==> config.mk <==
export PLATFORM = sky130hd
export DESIGN_NAME = sys_array_ctrl
export DESIGN_NICKNAME = d
export VERILOG_FILES = /design/src/rtl/sys_ctrl_pkg.sv /design/src/rtl/sys_array_ctrl.sv
export SDC_FILE = /design/constraint.sdc
export NUM_CORES = 1
export LEC_CHECK = 0
export CAP_MARGIN = 25
export CORE_ASPECT_RATIO = 0.6
export CORE_MARGIN = 3
export CORE_UTILIZATION = 55
export DETAILED_ROUTE_END_ITERATION = 6
export GPL_TIMING_DRIVEN = 0
export HOLD_SLACK_MARGIN = 0.08
export PLACE_DENSITY = 0.78
export SLEW_MARGIN = 25
export SYNTH_ARGS = -nofsm -noshare
export SYNTH_HDL_FRONTEND = slang
export SYNTH_SLANG_ARGS = --single-unit
==> constraint.sdc <==
create_clock -name clk -period 5.15 [get_ports clk]
set_input_delay 1.2875 -clock clk [delete_from_list [all_inputs] [get_ports clk]]
set_output_delay 1.2875 -clock clk [all_outputs]
set_load 0.03 [all_outputs]
==> src/rtl/sys_ctrl_pkg.sv <==
// Shared types and default sizing for the systolic array controller.
package sys_ctrl_pkg;

  typedef enum logic [1:0] {
    StIdle,
    StFeed,
    StDrain,
    StDone
  } ctrl_state_e;

  localparam int unsigned DefSysDim  = 32;
  localparam int unsigned DefFeatLen = 128;
  localparam int unsigned DefRdLat   = 1;
  localparam int unsigned DefPipeLat = 2 * DefSysDim;

endpackage

==> src/rtl/sys_array_ctrl.sv <==
// Job sequencer for a systolic array: streams N operand reads, then waits for the
// N result rows to emerge from the array pipeline. All outputs are registered.
module sys_array_ctrl
  import sys_ctrl_pkg::*;
#(
  parameter int unsigned SYS_DIM  = DefSysDim,
  parameter int unsigned FEAT_LEN = DefFeatLen,
  parameter int unsigned RD_LAT   = DefRdLat,
  parameter int unsigned PIPE_LAT = 2 * SYS_DIM,
  localparam int unsigned AW      = $clog2(FEAT_LEN) + 1
) (
  input  logic          clk,
  input  logic          rst,
  input  logic          start,
  input  logic [AW-1:0] num_steps,
  input  logic          abort,
  output logic          busy,
  output logic          done,
  output logic          array_en,
  output logic          rd_en,
  output logic [AW-1:0] rd_addr,
  output logic          out_valid,
  output logic [AW-1:0] out_addr
);

  localparam int unsigned Lat = RD_LAT + PIPE_LAT;
  // Elapsed counter must reach N + Lat without wrapping.
  localparam int unsigned CW  = $clog2(FEAT_LEN + Lat + 1) + 1;
  localparam logic [CW-1:0] LatC     = CW'(Lat);
  localparam logic [AW-1:0] FeatLenC = AW'(FEAT_LEN);

  ctrl_state_e   state_q, state_d;
  logic [AW-1:0] n_q, n_d;
  logic [AW-1:0] step_q, step_d;
  logic [CW-1:0] cyc_q, cyc_d;
  logic          busy_q, busy_d;
  logic          done_q, done_d;
  logic          array_en_q, array_en_d;
  logic          rd_en_q, rd_en_d;
  logic          out_valid_q, out_valid_d;
  logic [AW-1:0] out_addr_q, out_addr_d;
  logic          run;

  always_comb begin
    state_d = state_q;
    n_d     = n_q;
    step_d  = step_q;
    cyc_d   = cyc_q;

    case (state_q)
      StIdle: begin
        if (start && !abort) begin
          if (num_steps == '0) begin
            state_d = StDone;
          end else begin
            state_d = StFeed;
            n_d     = (num_steps > FeatLenC) ? FeatLenC : num_steps;
            step_d  = '0;
            cyc_d   = '0;
          end
        end
      end
      StFeed: begin
        if (abort) begin
          state_d = StIdle;
          n_d     = '0;
          step_d  = '0;
          cyc_d   = '0;
        end else begin
          cyc_d = cyc_q + CW'(1);
          if (step_q == n_q - AW'(1)) begin
            state_d = StDrain;
            step_d  = '0;
          end else begin
            step_d = step_q + AW'(1);
          end
        end
      end
      StDrain: begin
        if (abort || (out_valid_q && out_addr_q == n_q - AW'(1))) begin
          state_d = abort ? StIdle : StDone;
          n_d     = '0;
          cyc_d   = '0;
        end else begin
          cyc_d = cyc_q + CW'(1);
        end
      end
      StDone: begin
        state_d = StIdle;
      end
      default: begin
        state_d = StIdle;
      end
    endcase

    // Outputs are decoded from the next state so they land in the same cycle as it.
    run         = (state_d == StFeed) || (state_d == StDrain);
    busy_d      = run;
    array_en_d  = run;
    done_d      = (state_d == StDone);
    rd_en_d     = (state_d == StFeed);
    out_valid_d = run && (cyc_d >= LatC) && (cyc_d < LatC + CW'(n_d));
    out_addr_d  = out_valid_d ? AW'(cyc_d - LatC) : '0;
  end

  always_ff @(posedge clk or negedge rst) begin
    if (!rst) begin
      state_q     <= StIdle;
      n_q         <= '0;
      step_q      <= '0;
      cyc_q       <= '0;
      busy_q      <= 1'b0;
      done_q      <= 1'b0;
      array_en_q  <= 1'b0;
      rd_en_q     <= 1'b0;
      out_valid_q <= 1'b0;
      out_addr_q  <= '0;
    end else begin
      state_q     <= state_d;
      n_q         <= n_d;
      step_q      <= step_d;
      cyc_q       <= cyc_d;
      busy_q      <= busy_d;
      done_q      <= done_d;
      array_en_q  <= array_en_d;
      rd_en_q     <= rd_en_d;
      out_valid_q <= out_valid_d;
      out_addr_q  <= out_addr_d;
    end
  end

  assign busy      = busy_q;
  assign done      = done_q;
  assign array_en  = array_en_q;
  assign rd_en     = rd_en_q;
  assign rd_addr   = step_q;
  assign out_valid = out_valid_q;
  assign out_addr  = out_addr_q;

endmodule

==> metrics.cfg, run 1 <==
[run_status]
status = completed

[setup_path]
critPathCaptureType = flip-flop
max_stage_delay_ns = 0.50
rrSetupSlack_ns = 0.33
cp.arrival_ns = 5.12
critPathKind = in2reg
critPathRequiredTime_ns = 5.36
cp_cell_sequence = clkdlybuf4s50_1 > nor4_4 > nand2_1 > a21oi_4 > a21oi_2 > nand3_4 > a22o_1 > nor3b_4 > and3_1 > xor2_1 > ha_1 > a21oi_1 > nor2b_1 > o21ai_0 > nor4bb_4 > o211ai_4 > a21oi_1
crit_top_cell = a21oi_1
worstRegToRegCells = 21
r2r-start = n_q[0]
cp_slowest_cell = clkdlybuf4s50_1
r2r_end = out_addr[2]
start_kind = input pin
cp_max_fo = 9

[timing]
grt_setup_unrepaired = false
fin_skew_ns = 0.00984
fmax_mhz = 204
hold_viol = 0
hold_ws_ns = 0.572
worst_slack_ns = 0.243
max-slew-margin-rel_pct = 55.5
setup_viol = 0
finalMaxSlewViolations = 0
worst_pin_slew_ns = 0.660
fin_crit_ns = 4.91
period_share_pct = 95.3

[floorplan]
fp.dieW_microns = 99.8
start_util_pct = 60.1
dieArea_sq_um = 6210
die_height_microns = 62.3
std_cell_rows = 19
coreArea_sq_um = 4830
io_pins = 33

[synth]
ys_ff_latch = 39
ys.flop_type = dfrtp_1
postSynthCellCount = 333
synthesis.nets = 361
postSynthAreaPerCell_sq_um = 8.71
async_flop_share_pct = 100
synth_cell_types = 56
syn_area_sq_um = 2900
yosysWarnings = 0
synth_edf_count = 0
yosysSeqAreaShare_pct = 33.6

[clock_network]
ctsRootBufferMaster = clkbuf_8
cts_sinks = 39
numCtsBuffers = 5
post-cts-setup-buffers = 0
cts_tree = done
clk_latency_ns = 0.30
cts.path.max_buffers = 2
path_clk_slew_ns = 0.08
htreeDepth = 2

[power]
leakagePower_nw = 1.52
p_per_area_nw_per_um2 = 232
peakVddDrop_v = 0.000182

[placement]
dp_hpwl_mm = 6.03
post-place-ws_ns = -0.792
io_buffers = 31
place.gp.congestion = 0.935
place_area_sq_um = 3300

[global_route]
grt_pass1_vias = 2482
grt_pass1_wl_mm = 12.9
grt_max_degree = 27
antenna_found_initial = 0
grt_usage_pct = 26.1
globalRoute.totalOverflow = 0

[drt]
drtIter0Drc = 258
drc_errors = 0
first_pass_iters = 4
routed_wl_mm = 7.85
wl_per_cell_microns = 18.0
vias_per_cell = 6.23
ant_nets = 0
vias = 2717

[final_layout]
layout-drive-gt1-share_pct = 11.0
fin_util_pct = 72.9
syn_to_final_growth_pct = 21.4
fin_area_sq_um = 3520
n_antenna_cell = 0
nets = 400

[worst_hold_path]
hp-start = cyc_q[8]
hp-class = reg2reg
worst_hold_path.num_cells = 1
whs_endpoint = cyc_q[8]

[run]
max_cap_violations = 0

[layout make-up]
class	instances	area (sq um)
well taps	63	78.8
clock buffers	6	82.6
fillers	363	1310
clock inverters	2	35.0
flip-flops and latches	39	976
inverters	11	41.3
repair buffers	32	325
plain buffers	16	86.3
multi-input cells	267	1890
[stage by stage]
| step | power (mW) | TNS (ns) | std cells |
|---|---|---|---|
| finish | 0.816 | 0 | 436 |
| global route | 0.849 | 0 | 436 |
| CTS | 0.808 | 0 | 436 |
| detailed placement | 0.533 | -6.44 | 428 |
| global placement | 0.526 | -5.27 | 427 |
| floorplan | 0.472 | 0 | 333 |
[kinds of logic (layout without fill, tap and decap cells)]
group | Yosys count | count (layout) | synth area share [%]
AND/OR/NAND/NOR | 129 | 129 | 24.5
AO/OA/AOI/OAI | 87 | 87 | 19.8
XOR/XNOR | 33 | 33 | 9.97
flip-flops | 39 | 39 | 33.6
buffers and inverters | 27 | 67 | 4.40
adder cells (fa/ha/maj) | 16 | 16 | 6.90
multiplexers | 2 | 2 | 0.776
[sequential cells by signal (all words and copies together) (netlist names)]
| register | flops |
|---|---|
| array_en | 1 |
| done | 1 |
| out_valid | 1 |
| rd_addr | 8 |
| state_q | 2 |
| n_q | 8 |
| cyc_q | 9 |
| rd_en | 1 |
| out_addr | 8 |
[critical path, delay by kind of cell]
kind / cells / cell delay [ns]
and+or+nand+nor: 7 / 1.49
xor gates and xnor gates: 1 / 0.20
buffers and inverters: 1 / 0.50
adders and majority gates: 1 / 0.28
AOI/OAI and AO/OA: 7 / 1.37
[power breakdown]
part           internal [mW]  total, mW  leakage (nW)  switching [mW]
Combinational         0.0883      0.212         0.921           0.124
Clock                  0.157      0.275        0.0612           0.118
Sequential             0.316      0.329         0.535          0.0125
Total                  0.561      0.816          1.52           0.255
[layout by cell type (no fill, tap or decap), drive strengths merged, types with 4 or more instances in the layout]
cell type / n
a21o: 4
a21oi: 20
a22o: 7
a31oi: 6
and3: 9
buf: 9
clkbuf: 15
clkdlybuf4s50: 30
dfrtp: 39
ha: 16
inv: 11
nand2: 22
nand2b: 8
nand3: 11
nand4: 8
nor2: 30
nor2b: 8
nor3: 12
nor3b: 4
nor4: 5
o211ai: 5
o21ai: 27
xnor2: 16
xor2: 17
[how the worst max path moves through the flow]
stage                       startpoint           to  cells after the start
final                     num_steps[3]  out_addr[2]                     17
after global routing            n_q[0]  out_addr[2]                     21
after CTS                 num_steps[4]  out_addr[2]                     17
after detailed placement  num_steps[4]  out_addr[2]                     17
after global placement    num_steps[4]  out_addr[2]                     17
after floorplan           num_steps[0]  out_addr[2]                     16
[timing repair]
action	4_1_cts	5_1_grt
gates resized for setup	7	9
hold buffers	0	0
endpoints found under the setup margin	9	9
pin swaps	0	3
[layer usage]
metal	share of wire (%)	vias up	global-route usage (%)	wire length [microns]
met5	0	-	0	0
met4	0.60	0	4.43	47
met3	8.9	8	4.36	702
met2	40	135	36.1	3130
met1	51	1293	42.4	3970
li1	-	1281	-	-
[synthesized netlist by cell type (3+ instances only)]
cell      instances  area, sq um
a21o_1            4         30.0
a21oi_1          19         95.1
a22o_1            7         61.3
a31oi_1           5         31.3
and3_1            8         50.1
buf_2             3         15.0
clkbuf_1          9         33.8
dfrtp_1          39          976
ha_1             16          200
inv_1            11         41.3
nand2_1          22         82.6
nand2b_1          8         50.1
nand3_1          10         50.1
nand4_1           8         50.1
nor2_1           30          113
nor2b_1           8         50.1
nor3_1           12         60.1
nor3b_1           3         22.5
nor4_1            4         25.0
o211ai_1          4         30.0
o21ai_0          26          130
o31ai_1           3         22.5
or2_2             3         18.8
xnor2_1          16          140
xor2_1           17          149
(Power assumes the default switching activity.)
==> inputs of run 2 (changes only) <==
MAX_ROUTING_LAYER = met4   (was not set)
==> metrics.cfg, run 2 (synthesis gave the netlist of run 1 again) <==
[floorplan]
fp.dieW_microns = 99.8  ; unchanged
start_util_pct = 60.1  ; unchanged
coreArea_sq_um = 4830  ; unchanged
std_cell_rows = 19  ; unchanged
dieArea_sq_um = 6210  ; unchanged
io_pins = 33  ; unchanged
die_height_microns = 62.3  ; unchanged

[placement]
io_buffers = 31  ; unchanged
place.gp.congestion = 0.953  ; was 0.935
dp_hpwl_mm = 6.13  ; was 6.03 mm
place_area_sq_um = 3300  ; unchanged

[timing]
setup_viol = 0  ; unchanged
fin_skew_ns = 0.00593  ; was 0.00984 ns
grt_setup_unrepaired = false  ; unchanged
hold_ws_ns = 0.573  ; was 0.572 ns
finalMaxSlewViolations = 0  ; unchanged
fmax_mhz = 205  ; was 204 MHz
period_share_pct = 94.9  ; was 95.3%
hold_viol = 0  ; unchanged
max-slew-margin-rel_pct = 55.7  ; was 55.5%
worst_pin_slew_ns = 0.658  ; was 0.660 ns
fin_crit_ns = 4.89  ; was 4.91 ns

[worst_hold_path]
hp-class = reg2reg  ; unchanged

[global_route]
grt_max_degree = 28  ; was 27
antenna_found_initial = 0  ; unchanged
grt_pass1_wl_mm = 13.0  ; was 12.9 mm
globalRoute.totalOverflow = 0  ; unchanged
grt_pass1_vias = 2472  ; was 2,482
grt_usage_pct = 27.1  ; was 26.1%

[final_layout]
largest_register_ffs = 9  ; unchanged
fin_area_sq_um = 3530  ; was 3520 sq um
regMostFlops = cyc_q  ; unchanged
syn_to_final_growth_pct = 21.6  ; was 21.4%
layout-drive-gt1-share_pct = 11.0  ; unchanged
nets = 400  ; unchanged
final_common_cell = dfrtp_1  ; unchanged
layout_common_cells = dfrtp_1, clkdlybuf4s50_1, nor2_1  ; unchanged
n_antenna_cell = 0  ; unchanged

[drt]
drtIter0Drc = 295  ; was 258
first_pass_iters = 5  ; was 4
wl_per_cell_microns = 18.5  ; was 18.0 microns
routed_wl_mm = 8.07  ; was 7.85 mm
vias = 2753  ; was 2,717
drc_errors = 0  ; unchanged
vias_per_cell = 6.31  ; was 6.23
ant_nets = 0  ; unchanged

[setup_path]
cp_slowest_cell = clkdlybuf4s50_1  ; unchanged
max_stage_delay_ns = 0.50  ; about the same
start_kind = input pin  ; unchanged
crit_top_cell = a21oi_1  ; unchanged
critPathRequiredTime_ns = 5.36  ; about the same
critPathCaptureType = flip-flop  ; unchanged
cp.arrival_ns = 5.10  ; was 5.12 ns
critPathKind = in2reg  ; unchanged
cp_max_fo = 9  ; unchanged
cp_cell_sequence = clkdlybuf4s50_1 > nor4_4 > nand2_1 > a21oi_4 > a21oi_2 > nand3_4 > a22o_1 > nor3b_2 > and3_1 > xor2_1 > ha_1 > a21oi_1 > nor2b_1 > o21ai_0 > nor4bb_4 > o211ai_4 > a21oi_1  ; was clkdlybuf4s50_1 > nor4_4 > nand2_1 > a21oi_4 > a21oi_2 > nand3_4 > a22o_1 > nor3b_4 > and3_1 > xor2_1 > ha_1 > a21oi_1 > nor2b_1 > o21ai_0 > nor4bb_4 > o211ai_4 > a21oi_1

[clock_network]
cts_tree = done  ; unchanged
cts.path.max_buffers = 2  ; unchanged
clk_latency_ns = 0.30  ; about the same
numCtsBuffers = 5  ; unchanged
path_clk_slew_ns = 0.08  ; about the same
cts_sinks = 39  ; unchanged
htreeDepth = 2  ; unchanged
ctsRootBufferMaster = clkbuf_8  ; unchanged
ctsHoldBuffers = 0  ; unchanged

[power]
leakagePower_nw = 1.51  ; was 1.52 nW
peakVddDrop_v = 0.000125  ; was 0.000182 V
p_per_area_nw_per_um2 = 233  ; was 232 nW/um^2

[run_status]
status = completed  ; unchanged

[run]
max_cap_violations = 0  ; unchanged

==> run 2: repair_timing <==
item,4_1_cts,5_1_grt
setup buffers,0,0
pin swaps,0,1
setup endpoints to repair,9,9
resized for setup,6,10
cloned,0,0
==> run 2: per-stage QoR <==
stage | setup slack, ns | TNS [ns] | std cells | total power, mW | util [%]
finish | 0.262 | 0 | 436 | 0.823 | 73.1
global route | 0.0291 | 0 | 436 | 0.858 | 73.1
CTS | 0.0424 | 0 | 436 | 0.813 | 71.8
detailed placement | -0.772 | -6.28 | 428 | 0.533 | 68.5
global placement | -0.677 | -5.32 | 427 | 0.526 | 68.2
floorplan | 0.660 | 0 | 333 | 0.472 | -
==> run 2: worst max-delay path, delay by kind of cell <==
family / cells / cell delay, ns
XOR/XNOR: 1 / 0.19
AND/OR/NAND/NOR: 7 / 1.48
AO/OA/AOI/OAI: 7 / 1.34
buffers and inverters: 1 / 0.50
adder cells (fa/ha/maj): 1 / 0.28
==> run 2: worst paths after layout <==
check,from,end,slack [ns],cells after the start
setup / recovery,num_steps[4],out_addr[2],0.26,17
min in group asynchronous,rst,state_q[1],0.87,1
hold reg to reg,cyc_q[8],cyc_q[8],0.57,1
max in group asynchronous,rst,cyc_q[1],3.82,2
setup reg to reg,n_q[0],out_addr[2],0.42,21
hold / removal,cyc_q[8],cyc_q[8],0.57,1
==> run 2: area by class of cell <==
| class | count | area (sq um) |
|---|---|---|
| fillers | 376 | 1300 |
| multi-input cells | 267 | 1900 |
| clock buffers | 6 | 82.6 |
| plain buffers | 16 | 86.3 |
| clock inverters | 2 | 38.8 |
| well taps | 63 | 78.8 |
| inverters | 11 | 41.3 |
| flip-flops and latches | 39 | 976 |
| repair buffers | 32 | 325 |
==> run 2: report_power, final <==
| group | leakage, nW | total (mW) | internal [mW] | switching [mW] |
|---|---|---|---|---|
| logic | 0.914 | 0.215 | 0.0881 | 0.127 |
| clock network | 0.0618 | 0.279 | 0.160 | 0.120 |
| registers | 0.535 | 0.329 | 0.316 | 0.0130 |
| total | 1.51 | 0.823 | 0.564 | 0.259 |
==> run 2: metal layers <==
| layer | share of wire, % | global-route usage [%] | wire, microns |
|---|---|---|---|
| met1 | 49 | 43.9 | 3950 |
| met2 | 40 | 35.2 | 3230 |
| met3 | 10 | 4.47 | 832 |
| met4 | 0.73 | 4.09 | 59 |
| met5 | 0 | - | 0 |
==> inputs of run 3 (changes only) <==
CORE_UTILIZATION = 57   (was 55)
PLACE_DENSITY = 0.88   (was 0.78)
SETUP_SLACK_MARGIN = 0.4   (was not set)
==> metrics.cfg, run 3 (synthesis gave the netlist of run 1 again) <==
[power]
power.internal_uw = 574  ; was 564 uW
pwr-share-clk_pct = 31.9  ; was 33.9%
total_power_uw = 867  ; was 823 uW
power_frac_comb_pct = 30.1  ; was 26.1%
leakagePower_nw = 1.69  ; was 1.51 nW
netSwitchingFraction_pct = 33.8  ; was 31.5%
pwr-share-seq_pct = 38.1  ; was 40.0%
peakVddDrop_v = 0.000197  ; was 0.000125 V
p_per_area_nw_per_um2 = 226  ; was 233 nW/um^2
power.net_switching_uw = 294  ; was 259 uW

[drt]
drc_errors = 0  ; unchanged
routed_wl_mm = 10.3  ; was 8.07 mm
wl_per_cell_microns = 22.4  ; was 18.5 microns
vias_per_cell = 6.92  ; was 6.31
vias = 3188  ; was 2,753
ant_nets = 0  ; unchanged
first_pass_iters = 5  ; unchanged
drtIter0Drc = 471  ; was 295

[timing]
max-slew-margin-rel_pct = 51.5  ; was 55.7%
worst_slack_ns = 0.400  ; was 0.262 ns
grt_setup_unrepaired = false  ; unchanged
worst_pin_slew_ns = 0.720  ; was 0.658 ns
setup_viol = 0  ; unchanged
fin_setup_tns_ns = 0  ; unchanged
finalMaxSlewViolations = 0  ; unchanged
hold_ws_ns = 0.582  ; was 0.573 ns
fin_skew_ns = 0.00731  ; was 0.00593 ns
fin_crit_ns = 4.75  ; was 4.89 ns
fmax_mhz = 211  ; was 205 MHz
period_share_pct = 92.2  ; was 94.9%
hold_viol = 0  ; unchanged

[placement]
dp_hpwl_mm = 6.38  ; was 6.13 mm
place.gp.congestion = 0.953  ; about the same
post-place-ws_ns = -0.950  ; was -0.772 ns
place_area_sq_um = 3300  ; unchanged
io_buffers = 31  ; unchanged

[floorplan]
coreArea_sq_um = 4730  ; was 4830 sq um
die_height_microns = 61.3  ; was 62.3 microns
io_pins = 33  ; unchanged
dieArea_sq_um = 6010  ; was 6210 sq um
start_util_pct = 61.3  ; was 60.1%
fp.dieW_microns = 98.1  ; was 99.8 microns
std_cell_rows = 19  ; unchanged

[setup_path]
max_stage_delay_ns = 0.50  ; about the same
critPathRequiredTime_ns = 5.38  ; was 5.36 ns
cp_max_fo = 6  ; was 9
cp_cell_sequence = clkdlybuf4s50_1 > nor4_4 > nand2_2 > a21oi_4 > a21oi_4 > nand3_4 > clkbuf_2 > buf_4 > a22o_1 > xor2_1 > ha_1 > a21oi_1 > nor2b_1 > o21ai_1 > nor4bb_4 > o211ai_2 > nor2_1  ; was clkdlybuf4s50_1 > nor4_4 > nand2_1 > a21oi_4 > a21oi_2 > nand3_4 > a22o_1 > nor3b_2 > and3_1 > xor2_1 > ha_1 > a21oi_1 > nor2b_1 > o21ai_0 > nor4bb_4 > o211ai_4 > a21oi_1
cp.arrival_ns = 4.98  ; was 5.10 ns
cp_slowest_cell = clkdlybuf4s50_1  ; unchanged
critPathCaptureType = flip-flop  ; unchanged
start_kind = input pin  ; unchanged
critPathKind = in2reg  ; unchanged
crit_top_cell = a21oi_4  ; was a21oi_1

[final_layout]
fin_area_sq_um = 3840  ; was 3530 sq um
layout-drive-gt1-share_pct = 20.9  ; was 11.0%
n_antenna_cell = 0  ; unchanged
largest_register_ffs = 9  ; unchanged
regMostFlops = cyc_q  ; unchanged
layout_common_cells = dfrtp_1, nor2_1, clkdlybuf4s50_1  ; was dfrtp_1, clkdlybuf4s50_1, nor2_1
nets = 425  ; was 400
final_common_cell = dfrtp_1  ; unchanged
fillCellCount = 290  ; was 376
syn_to_final_growth_pct = 32.3  ; was 21.6%

[global_route]
grt_pass1_vias = 2828  ; was 2,472
antenna_found_initial = 0  ; unchanged
globalRoute.totalOverflow = 0  ; unchanged
grt_usage_pct = 31.2  ; was 27.1%
grt_max_degree = 29  ; was 28
grt_pass1_wl_mm = 14.0  ; was 13.0 mm

[clock_network]
path_clk_slew_ns = 0.09  ; was 0.08 ns
cts_sinks = 39  ; unchanged
htreeDepth = 2  ; unchanged
ctsHoldBuffers = 0  ; unchanged
cts_tree = done  ; unchanged
cts.path.max_buffers = 2  ; unchanged
numCtsBuffers = 5  ; unchanged
ctsRootBufferMaster = clkbuf_8  ; unchanged
clk_latency_ns = 0.31  ; was 0.30 ns

[run_status]
status = completed  ; unchanged

[worst_hold_path]
hp-class = reg2reg  ; unchanged

[run]
max_cap_violations = 0  ; unchanged

[run 3: cell types whose count changed in the layout (fill, tap and decap cells not counted), sizes merged]
cell           change
dlymetal6s2s       +4
buf               +23
o211ai             +1
clkinv             +1
clkdlybuf4s50      -4
[run 3: final timing paths]
check,slack [ns],to,startpoint,cells past startpoint
hold / removal,0.58,cyc_q[8],cyc_q[8],1
hold reg to reg,0.58,cyc_q[8],cyc_q[8],1
setup reg to reg,0.43,out_addr[7],n_q[0],21
max in group asynchronous,3.83,n_q[1],rst,2
setup / recovery,0.40,out_addr[7],num_steps[5],17
min in group asynchronous,0.85,rd_addr[1],rst,1
[run 3: critical path: cells and delay by family]
kind / cells / cell delay (ns)
simple gates: 6 / 1.29
fa+ha+maj: 1 / 0.27
xor+xnor: 1 / 0.19
compound gates: 6 / 1.08
buf+inv: 3 / 0.85
[run 3: area by class of cell]
type / instances / area (sq um) / area share, %
Clock buffer: 5 / 68.8 / 1.79
Multi-Input combinational cell: 268 / 2020 / 52.6
Timing Repair Buffer: 56 / 513 / 13.4
Clock inverter: 3 / 47.5 / 1.24
Sequential cell: 39 / 977 / 25.5
Inverter: 11 / 41.3 / 1.08
Tap cell: 63 / 78.8 / 2.05
Buffer: 16 / 92.6 / 2.41
[run 3: timing repair]
action / in CTS / in global routing
endpoints found under the setup margin: 9 / 9
cloned: 0 / 1
pin swaps: 5 / 18
resized for setup: 16 / 31
buffers inserted: 4 / 20
[run 3: metal layers]
layer  vias to the layer above  GRT usage [%]  part of all wire [%]
li1                       1333              -                     -
met2                       282           47.1                    44
met4                         0           9.27                   2.6
met3                        35           7.81                    14
met5                         -              -                     0
met1                      1538           42.1                    39
[run 3: power by group through the flow]
stage | registers (mW) | clock network (mW) | logic [mW]
global route | 0.331 | 0.287 | 0.276
detailed placement | 0.335 | 0 | 0.201
floorplan | 0.337 | 0 | 0.135
global placement | 0.334 | 0 | 0.191
CTS | 0.329 | 0.273 | 0.213
finish | 0.330 | 0.276 | 0.261
[run 3: through the flow]
step	util, %	std cells
2_1_floorplan	-	333
3_3_place_gp	69.5	427
3_5_place_dp	69.8	428
4_1_cts	75.0	440
5_1_grt	81.1	461
6_report	81.1	461
